**src/rtl/bram_stream_reader.sv**
```systemverilog
// Read-side client for a dual-ported block RAM staging buffer: turns an (address, length)
// command into RAM reads and delivers the words as a valid/ready stream with a last flag.
module bram_stream_reader #(
  parameter int AW = 10,
  parameter int DW = 36,
  parameter int LW = 11
) (
  input  logic          clk,
  input  logic          rst_n,
  input  logic          cmd_valid,
  output logic          cmd_ready,
  input  logic [AW-1:0] cmd_addr,
  input  logic [LW-1:0] cmd_len,
  output logic          ram_en,
  output logic [AW-1:0] ram_addr,
  input  logic [DW-1:0] ram_rd,
  output logic          out_valid,
  input  logic          out_ready,
  output logic [DW-1:0] out_data,
  output logic          out_last,
  output logic          done
);

  typedef enum logic [1:0] {S_IDLE, S_RUN, S_ZERO} state_t;

  state_t        r_state;
  logic [AW-1:0] r_addr;
  logic [LW-1:0] r_issue_left;
  logic          r_inflight;
  logic          r_inflight_last;

  // Two-entry output FIFO: the head entry drives the stream outputs directly.
  logic          r_head_valid;
  logic          r_head_last;
  logic [DW-1:0] r_head_data;
  logic          r_tail_valid;
  logic          r_tail_last;
  logic [DW-1:0] r_tail_data;

  logic          w_pop;
  logic [1:0]    w_occ;
  logic [1:0]    w_pending;
  logic          w_issue;

  assign w_pop     = r_head_valid & out_ready;
  assign w_occ     = {1'b0, r_head_valid} + {1'b0, r_tail_valid};
  assign w_pending = w_occ + {1'b0, r_inflight};

  // Issue only when the read about to land is guaranteed a FIFO slot.
  assign w_issue = (r_state == S_RUN) && (r_issue_left != '0) &&
                   ((w_pending < 2'd2) || w_pop);

  assign cmd_ready = (r_state == S_IDLE);
  assign ram_en    = w_issue;
  assign ram_addr  = r_addr;
  assign out_valid = r_head_valid;
  assign out_data  = r_head_data;
  assign out_last  = r_head_last;
  assign done      = (r_state == S_ZERO) ||
                     ((r_state == S_RUN) && w_pop && r_head_last);

  always_ff @(posedge clk or negedge rst_n) begin
    if (!rst_n) begin
      r_state         <= S_IDLE;
      r_addr          <= '0;
      r_issue_left    <= '0;
      r_inflight      <= 1'b0;
      r_inflight_last <= 1'b0;
      r_head_valid    <= 1'b0;
      r_head_last     <= 1'b0;
      r_head_data     <= '0;
      r_tail_valid    <= 1'b0;
      r_tail_last     <= 1'b0;
      r_tail_data     <= '0;
    end else begin
      case (r_state)
        S_IDLE: begin
          if (cmd_valid) begin
            r_addr       <= cmd_addr;
            r_issue_left <= cmd_len;
            r_state      <= (cmd_len == '0) ? S_ZERO : S_RUN;
          end
        end
        S_RUN: begin
          if (w_pop && r_head_last) begin
            r_state <= S_IDLE;
          end
        end
        default: r_state <= S_IDLE;
      endcase

      r_inflight      <= w_issue;
      r_inflight_last <= w_issue && (r_issue_left == LW'(1));
      if (w_issue) begin
        r_addr       <= r_addr + AW'(1);
        r_issue_left <= r_issue_left - LW'(1);
      end

      // A pop and a capture in the same clock keep occupancy and order intact.
      if (w_pop) begin
        if (r_tail_valid) begin
          r_head_data  <= r_tail_data;
          r_head_last  <= r_tail_last;
          r_tail_valid <= r_inflight;
          if (r_inflight) begin
            r_tail_data <= ram_rd;
            r_tail_last <= r_inflight_last;
          end
        end else begin
          r_head_valid <= r_inflight;
          r_head_last  <= r_inflight ? r_inflight_last : 1'b0;
          if (r_inflight) begin
            r_head_data <= ram_rd;
          end
        end
      end else if (r_inflight) begin
        if (r_head_valid) begin
          r_tail_valid <= 1'b1;
          r_tail_data  <= ram_rd;
          r_tail_last  <= r_inflight_last;
        end else begin
          r_head_valid <= 1'b1;
          r_head_data  <= ram_rd;
          r_head_last  <= r_inflight_last;
        end
      end
    end
  end

endmodule
```
**config.mk**
```make
export PLATFORM = sky130hd
export DESIGN_NAME = bram_stream_reader
export DESIGN_NICKNAME = d
export VERILOG_FILES = /design/src/rtl/bram_stream_reader.sv
export SDC_FILE = /design/constraint.sdc
export NUM_CORES = 1
export LEC_CHECK = 0
export CORE_ASPECT_RATIO = 0.6
export CORE_MARGIN = 2
export CORE_UTILIZATION = 39
export DETAILED_ROUTE_END_ITERATION = 8
export DONT_BUFFER_PORTS = 1
export GPL_TIMING_DRIVEN = 0
export PLACE_DENSITY = 0.53
export SYNTH_ARGS = -nofsm -noshare
export SYNTH_HDL_FRONTEND = slang
export SYNTH_SLANG_ARGS = --single-unit
```
**constraint.sdc**
```tcl
create_clock -name clk -period 6.7 [get_ports clk]
set_clock_uncertainty 0.15 [all_clocks]
set_input_delay 1.34 -clock clk [delete_from_list [all_inputs] [get_ports clk]]
set_output_delay 1.34 -clock clk [all_outputs]
set_load 0.1 [all_outputs]
```
==> results.json, run 1 <==
{
  "grt_pass1_vias": 3257,
  "grt_max_degree": 102,
  "io_buffers": 0,
  "synthFlopType": "dfrtp_1",
  "die_h_um": 88.8,
  "worstSkewPairLatency_ns": 0.34,
  "grt_overflow": 0,
  "clk_path_buf_depth": 2,
  "required_ns": 5.21,
  "syn_avg_cell_area_um2": 11.4,
  "synthSimpleGateAreaFrac": 0.118,
  "finalSetupViolCount": 0,
  "clkTransAtPathRegs_ns": 0.07,
  "fillers": 1081,
  "post_cts_buffers": 0,
  "nets": 490,
  "numCtsBuffers": 9,
  "synth_top_area_cell": "dfrtp_1",
  "fin_crit_sh": 0.644,
  "synthTopCellsByArea": "dfrtp_1, mux2_2, mux2i_1, nand2_1, o21ai_0",
  "synth-seq-cells": 101,
  "cts.root.buffer_cell": "clkbuf_16",
  "worst_pin_slew_ns": 1.10,
  "ios": 112,
  "initial_core_util": 0.407,
  "critPathCaptureType": "primary output",
  "routabilityCongestion": 0.808,
  "fin_util": 0.452,
  "syn_nets": 477,
  "cts_tree": "yes",
  "firstDrtPassIters": 5,
  "synth_compound_area_frac": 0.125,
  "path_cells": "ha_1 > a21o_2 > a21oi_4 > nand2_2 > inv_2",
  "hold_buffers": 0,
  "grt_pass1_wl_mm": 17.9,
  "fp.dieW_um": 145,
  "min_path_cells": 1,
  "synth_most_common_cell": "dfrtp_1",
  "maxSlewHeadroom": 0.266,
  "critPathMaxFanout": 11,
  "async_flop_share": 1.00,
  "drt_iter0_drc": 213,
  "synth_adder_area_share": 0.0134,
  "cts.sinks": 101,
  "synth.area.mux_share": 0.168,
  "totalWireLength_mm": 11.0,
  "timing.fmax_mhz": 232,
  "critPathArrivalTime_ns": 2.82,
  "die-area_um2": 12900,
  "diodes": 0,
  "synth_top_family_by_area": "multiplexers",
  "setup_tns_ns": 0,
  "drcViolationCount": 0,
  "via_per_inst": 5.48,
  "rsz0062_at_grt": "no",
  "synth_common_cells": "dfrtp_1, nand2_1, o21ai_0, mux2_2, mux2i_1",
  "crit_type": "reg2out",
  "crit_slowest_cell": "dfrtp_1",
  "syn_area_um2": 4670,
  "yosysSeqAreaShare": 0.541,
  "slowest_delay_ns": 1.00,
  "avgRoutedWirePerCell_um": 18.7,
  "start_kind": "flop",
  "vias": 3228,
  "post_cts_resized": 0,
  "grtUsageTotal": 0.178,
  "yosys.area_share.xor_xnor": 0,
  "final_antenna_net_count": 0,
  "rows": 30,
  "hold_viol_final": 0,
  "status": "finished clean",
  "antenna_found_initial": 0,
  "max_cap_viol_count": 0,
  "period_minus_slack_ns": 4.31,
  "multi_input_area_um2": 1990,
  "hold_class": "reg2reg",
  "ff2ff_path_depth": 7,
  "ys_warn_count": 0,
  "drv_slew": 0,
  "synthDistinctLibCells": 53,
  "seq_area_um2": 2530,
  "layout-drive-gt1-share": 0.196,
  "hpwlAfterDp_mm": 7.90,
  "htreeDepth": 3,
  "synth_edf_count": 0,
  "syn2layout_area_growth_pct": 11.2,
  "core-area_um2": 11500,
  "yosys.area.top_type_share": 0.541,
  "syn_inst": 411
}
## state kept, by name (all words and copies together) (netlist names), 2 cells and up
| name | cells |
|---|---|
| r_issue_left | 11 |
| ram_addr | 10 |
| out_data | 36 |
| r_tail_data | 36 |
| r_state | 2 |
## worst max-delay path, delay by kind of cell, from the launching register on
family | cells | cell delay (ns)
AND/OR/NAND/NOR | 1 | 0.12
flip-flops | 1 | 1.00
buffers and inverters | 1 | 0.52
adder cells (fa/ha/maj) | 1 | 0.37
AO/OA/AOI/OAI | 2 | 0.47
## per-stage QoR
step / setup slack [ns] / area, um2 / hold slack, ns / std cells
2_1_floorplan: 1.51 / 4670 / 0.321 / 411
4_1_cts: 2.36 / 5190 / 0.361 / 589
3_5_place_dp: 2.69 / 4910 / 0.345 / 573
3_3_place_gp: 1.36 / 4870 / 0.338 / 571
5_1_grt: 2.30 / 5190 / 0.374 / 589
6_report: 2.39 / 5190 / 0.357 / 589
## final timing paths
path,startpoint,to,slack [ns]
max in group asynchronous,rst_n,ram_addr[9]$_DFFE_PN0P_,5.70
min in group asynchronous,rst_n,r_issue_left[4]$_DFFE_PN0P_,0.55
hold / removal,r_tail_data[9]$_DFFE_PN0P_,r_tail_data[9]$_DFFE_PN0P_,0.36
setup reg to reg,out_valid$_DFFE_PN0P_,ram_addr[7]$_DFFE_PN0P_,3.47
setup / recovery,out_valid$_DFFE_PN0P_,ram_en,2.39
hold reg to reg,r_tail_data[9]$_DFFE_PN0P_,r_tail_data[9]$_DFFE_PN0P_,0.36
## area by class of cell
cell class                 count  area share
buffer                        24      0.0270
clock buffer                  10      0.0441
clock inverter                 6      0.0108
inverter                       5     0.00361
multi-input combinational    281       0.383
sequential                   101       0.487
tap                          160      0.0385
timing repair buffer           2     0.00602
## per-layer routing
layer  routed length (um)  vias to the layer above  track usage  share of wire
met4                   98                        0       0.0410         0.0089
met2                 4590                      109        0.259           0.42
li1                     -                     1522            -              -
met5                    0                        -            0              0
met3                  937                       10       0.0613          0.085
met1                 5360                     1587        0.257           0.49
## layout by cell type, fill, tap and decap left out, types with 7 or more instances in the layout
cell type,count
o21ai_0,42
mux2i_1,37
dfrtp_1,101
mux2_2,37
nand3_1,9
nand2_1,64
buf_2,11
clkbuf_16,9
a221o_1,7
clkbuf_1,10
## logic make-up after synthesis
| kind of cell | after synthesis |
|---|---|
| and+or+nand+nor | 114 |
| AOI/OAI and AO/OA | 88 |
| adders and majority gates | 5 |
| muxes | 74 |
| DFF | 101 |
| buffers and inverters | 29 |
Power of run 1 is left out: the tool's default activity adds up to more than one toggle a clock period on the data nets, which glitch-free logic cannot reach.
==> run 2: changes to the inputs <==
==> constraint.sdc (replaced) <==
create_clock -name clk -period 4.2 [get_ports clk]
set_clock_uncertainty 0.15 [all_clocks]
set_input_delay 0.84 -clock clk [delete_from_list [all_inputs] [get_ports clk]]
set_output_delay 0.84 -clock clk [all_outputs]
set_load 0.1 [all_outputs]
==> results.json, run 2 (synthesis gave the netlist of run 1 again) <==
{
  "status": "finished clean",
  "clkTransAtPathRegs_ns": 0.07,
  "finalSetupViolCount": 0,
  "path_cells": "ha_1 > a21o_2 > a21oi_4 > nand2_2 > inv_2",
  "ff2ff_path_depth": 7,
  "r2r_slack_ns": 0.92,
  "vias": 3187,
  "cts.root.buffer_cell": "clkbuf_16",
  "post_cts_buffers": 0,
  "cts_tree": "yes",
  "max_cap_viol_count": 0,
  "totalWireLength_mm": 11.1,
  "required_ns": 3.21,
  "grt_pass1_vias": 3123,
  "worstSkewPairLatency_ns": 0.34,
  "avgRoutedWirePerCell_um": 18.9,
  "fillers": 1087,
  "die-area_um2": 12900,
  "placed_area_um2": 4880,
  "ios": 112,
  "slowest_delay_ns": 1.00,
  "setup_tns_ns": 0,
  "nets": 489,
  "firstDrtPassIters": 4,
  "worst_r2r_endpoint": "ram_addr[7]$_DFFE_PN0P_",
  "hpwlAfterDp_mm": 8.00,
  "hold_class": "in2async",
  "via_per_inst": 5.43,
  "layout-drive-gt1-share": 0.194,
  "final_area_um2": 5190,
  "reg2reg_from": "out_valid$_DFFE_PN0P_",
  "maxSlewHeadroom": 0.266,
  "grt_overflow": 0,
  "timing.fmax_mhz": 261,
  "initial_core_util": 0.407,
  "syn2layout_area_growth_pct": 11.1,
  "period_minus_slack_ns": 3.83,
  "hold_buffers": 0,
  "drv_slew": 0,
  "routabilityCongestion": 0.807,
  "rsz0062_at_grt": "no",
  "layout_commonest_cell": "dfrtp_1",
  "core-area_um2": 11500,
  "grt_max_degree": 102,
  "drcViolationCount": 0,
  "die_h_um": 88.8,
  "grtUsageTotal": 0.179,
  "rows": 30,
  "critPathMaxFanout": 11,
  "crit_type": "reg2out",
  "hold_viol_final": 0,
  "worst_pin_slew_ns": 1.10,
  "numCtsBuffers": 9,
  "critPathTopFamily": "flip-flops",
  "cts.sinks": 101,
  "start_kind": "flop",
  "antenna_found_initial": 0,
  "clk_path_buf_depth": 2,
  "fp.dieW_um": 145,
  "post_cts_resized": 0,
  "final_cell_mix": "dfrtp_1, nand2_1, o21ai_0",
  "critPathArrivalTime_ns": 2.84,
  "critPathCaptureType": "primary output",
  "cp_num_buf_inv": 1,
  "drt_iter0_drc": 253,
  "final_antenna_net_count": 0,
  "diodes": 0,
  "crit_slowest_cell": "dfrtp_1",
  "io_buffers": 0,
  "grt_pass1_wl_mm": 17.8,
  "htreeDepth": 3,
  "fin_crit_sh": 0.912
}
[run 2: cell types whose count changed in the layout (fill, tap and decap cells not counted)]
cell,previous run,this run
inv_6,1,2
clkbuf_1,10,9
bufinv_16,0,1
clkinv_4,2,0
buf_16,1,0
clkbuf_8,0,2
inv_8,2,0
[run 2: layout make-up]
cell class                      instances  area (um2)  share of cell area
Sequential cell                       101        2530               0.487
Multi-Input combinational cell        281        1990               0.384
Clock buffer                           11         253              0.0487
Tap cell                              160         200              0.0386
Buffer                                 24         140              0.0270
Clock inverter                          4        55.1              0.0106
Inverter                                5        18.8             0.00362
Timing Repair Buffer                    1        3.75            0.000723
[run 2: worst max path at each step]
stage / start / endpoint / slack (ns) / cells after the start
5_1_grt: out_valid$_DFFE_PN0P_ / ram_en / 0.26 / 5
4_1_cts: out_valid$_DFFE_PN0P_ / ram_en / 0.37 / 5
3_5_place_dp: out_valid$_DFFE_PN0P_ / ram_en / 0.74 / 5
2_1_floorplan: out_valid$_DFFE_PN0P_ / done / 0.49 / 3
3_3_place_gp: out_valid$_DFFE_PN0P_ / done / 0.37 / 3
6_report: out_valid$_DFFE_PN0P_ / ram_en / 0.37 / 5
[run 2: layer usage]
metal / up-vias / track usage / share of wire
met5: - / 0 / 0
met4: 0 / 0.0472 / 0.0091
met3: 10 / 0.0716 / 0.098
met2: 98 / 0.246 / 0.40
met1: 1558 / 0.259 / 0.49
li1: 1521 / - / -
[run 2: metrics by stage]
stage               hold slack (ns)  worst slack, ns   util  cells
finish                       0.0378            0.371  0.452    587
global route                 0.0141            0.260  0.452    587
CTS                          0.0231            0.373  0.452    587
detailed placement            0.344            0.738  0.425    572
global placement              0.338            0.368  0.424    571
floorplan                     0.321            0.494      -    411
Power of run 2 is left out for the same reason.
==> run 3: changes to the inputs <==
==> constraint.sdc (replaced) <==
create_clock -name clk -period 3.79 [get_ports clk]
set_clock_uncertainty 0.15 [all_clocks]
set_input_delay 0.758 -clock clk [delete_from_list [all_inputs] [get_ports clk]]
set_output_delay 0.758 -clock clk [all_outputs]
set_load 0.1 [all_outputs]
==> results.json, run 3 (synthesis gave the netlist of run 1 again) <==
{
  "post_cts_buffers": 0,
  "drv_slew": 0,
  "cts.root.buffer_cell": "clkbuf_16",
  "rsz0062_at_grt": "no",
  "final_cell_mix": "dfrtp_1, nand2_1, o21ai_0",
  "firstDrtPassIters": 5,
  "critPathMaxFanout": 11,
  "grtUsageTotal": 0.179,
  "diodes": 0,
  "start_kind": "flop",
  "layout_commonest_cell": "dfrtp_1",
  "die_h_um": 88.8,
  "initial_core_util": 0.407,
  "status": "finished clean",
  "critPathCaptureType": "primary output",
  "timing.fmax_mhz": 292,
  "grt_overflow": 0,
  "io_buffers": 0,
  "nets": 490,
  "worstSkewPairLatency_ns": 0.34,
  "finalSetupViolCount": 0,
  "max_cap_viol_count": 0,
  "core-area_um2": 11500,
  "clkTransAtPathRegs_ns": 0.07,
  "required_ns": 2.88,
  "die-area_um2": 12900,
  "numCtsBuffers": 9,
  "antenna_found_initial": 0,
  "avgRoutedWirePerCell_um": 19.0,
  "layout-drive-gt1-share": 0.199,
  "seq_area_um2": 2530,
  "syn2layout_area_growth_pct": 11.7,
  "setup_tns_ns": 0,
  "totalWireLength_mm": 11.2,
  "multi_input_area_um2": 1990,
  "drt_iter0_drc": 240,
  "critPathArrivalTime_ns": 2.52,
  "ios": 112,
  "fin_crit_sh": 0.904,
  "final_antenna_net_count": 0,
  "fillers": 1085,
  "cp-startpoint": "out_valid$_DFFE_PN0P_",
  "hpwlAfterDp_mm": 8.00,
  "reg2reg_from": "out_valid$_DFFE_PN0P_",
  "routabilityCongestion": 0.807,
  "htreeDepth": 3,
  "drcViolationCount": 0,
  "cts_tree": "yes",
  "crit_type": "reg2out",
  "vias": 3243,
  "grt_pass1_vias": 3141,
  "rows": 30,
  "period_minus_slack_ns": 3.43,
  "grt_max_degree": 102,
  "via_per_inst": 5.52,
  "grt_pass1_wl_mm": 17.9,
  "clk_path_buf_depth": 2,
  "worst_pin_slew_ns": 1.10,
  "hold_class": "in2async",
  "maxSlewHeadroom": 0.266,
  "hold_viol_final": 0,
  "cts.sinks": 101,
  "fp.dieW_um": 145
}
-- run 3: cell types whose count changed in the layout (fill, tap and decap cells not counted), sizes merged --
cell,delta
buf,+1
-- run 3: routing by layer --
metal	track usage	vias up	share of wire	wire length (um)
met3	0.0716	7	0.088	987
met4	0.0472	0	0.0070	78
li1	-	1521	-	-
met5	0	-	0	0
met2	0.246	110	0.41	4550
met1	0.261	1605	0.50	5560
-- run 3: worst paths after layout --
kind | to | slack [ns] | depth (start not counted)
worst max-delay path | ram_en | 0.36 | 5
worst min-delay path | ram_addr[8]$_DFFE_PN0P_ | 0.16 | 1
worst max register to register | ram_addr[7]$_DFFE_PN0P_ | 0.83 | 7
worst min register to register | r_tail_data[12]$_DFFE_PN0P_ | 0.36 | 1
max in group asynchronous | out_valid$_DFFE_PN0P_ | 2.84 | 1
min in group clk | r_tail_data[12]$_DFFE_PN0P_ | 0.36 | 1
-- run 3: critical path: stages, from the launching register on --
cell,delay [ns]
dfrtp_2,0.72
ha_1,0.32
a21o_2,0.23
a21oi_4,0.25
nand2_2,0.12
inv_2,0.51
-- run 3: through the flow --
stage,area (um2),hold slack (ns),std cells,util,setup WS [ns]
2_1_floorplan,4670,0.312,411,-,0.166
3_3_place_gp,4870,0.314,571,0.424,0.0397
3_5_place_dp,4880,0.314,572,0.425,0.410
4_1_cts,5220,0.212,588,0.454,0.0455
5_1_grt,5220,0.222,588,0.454,0.262
6_report,5220,0.160,588,0.454,0.364
-- run 3: cell type report --
cell class | count | share of cell area
buffer | 24 | 0.0269
clock buffer | 11 | 0.0484
clock inverter | 4 | 0.0105
inverter | 5 | 0.00360
multi-input combinational | 281 | 0.382
sequential | 101 | 0.485
tap | 160 | 0.0384
timing repair buffer | 2 | 0.00599
-- run 3: what timing repair did --
action | CTS | global route
setup endpoints to repair | 0 | 1
resized for setup | 0 | 1
hold buffers | 1 | 0
hold endpoints to repair | 101 | 0
Power of run 3 is left out for the same reason.
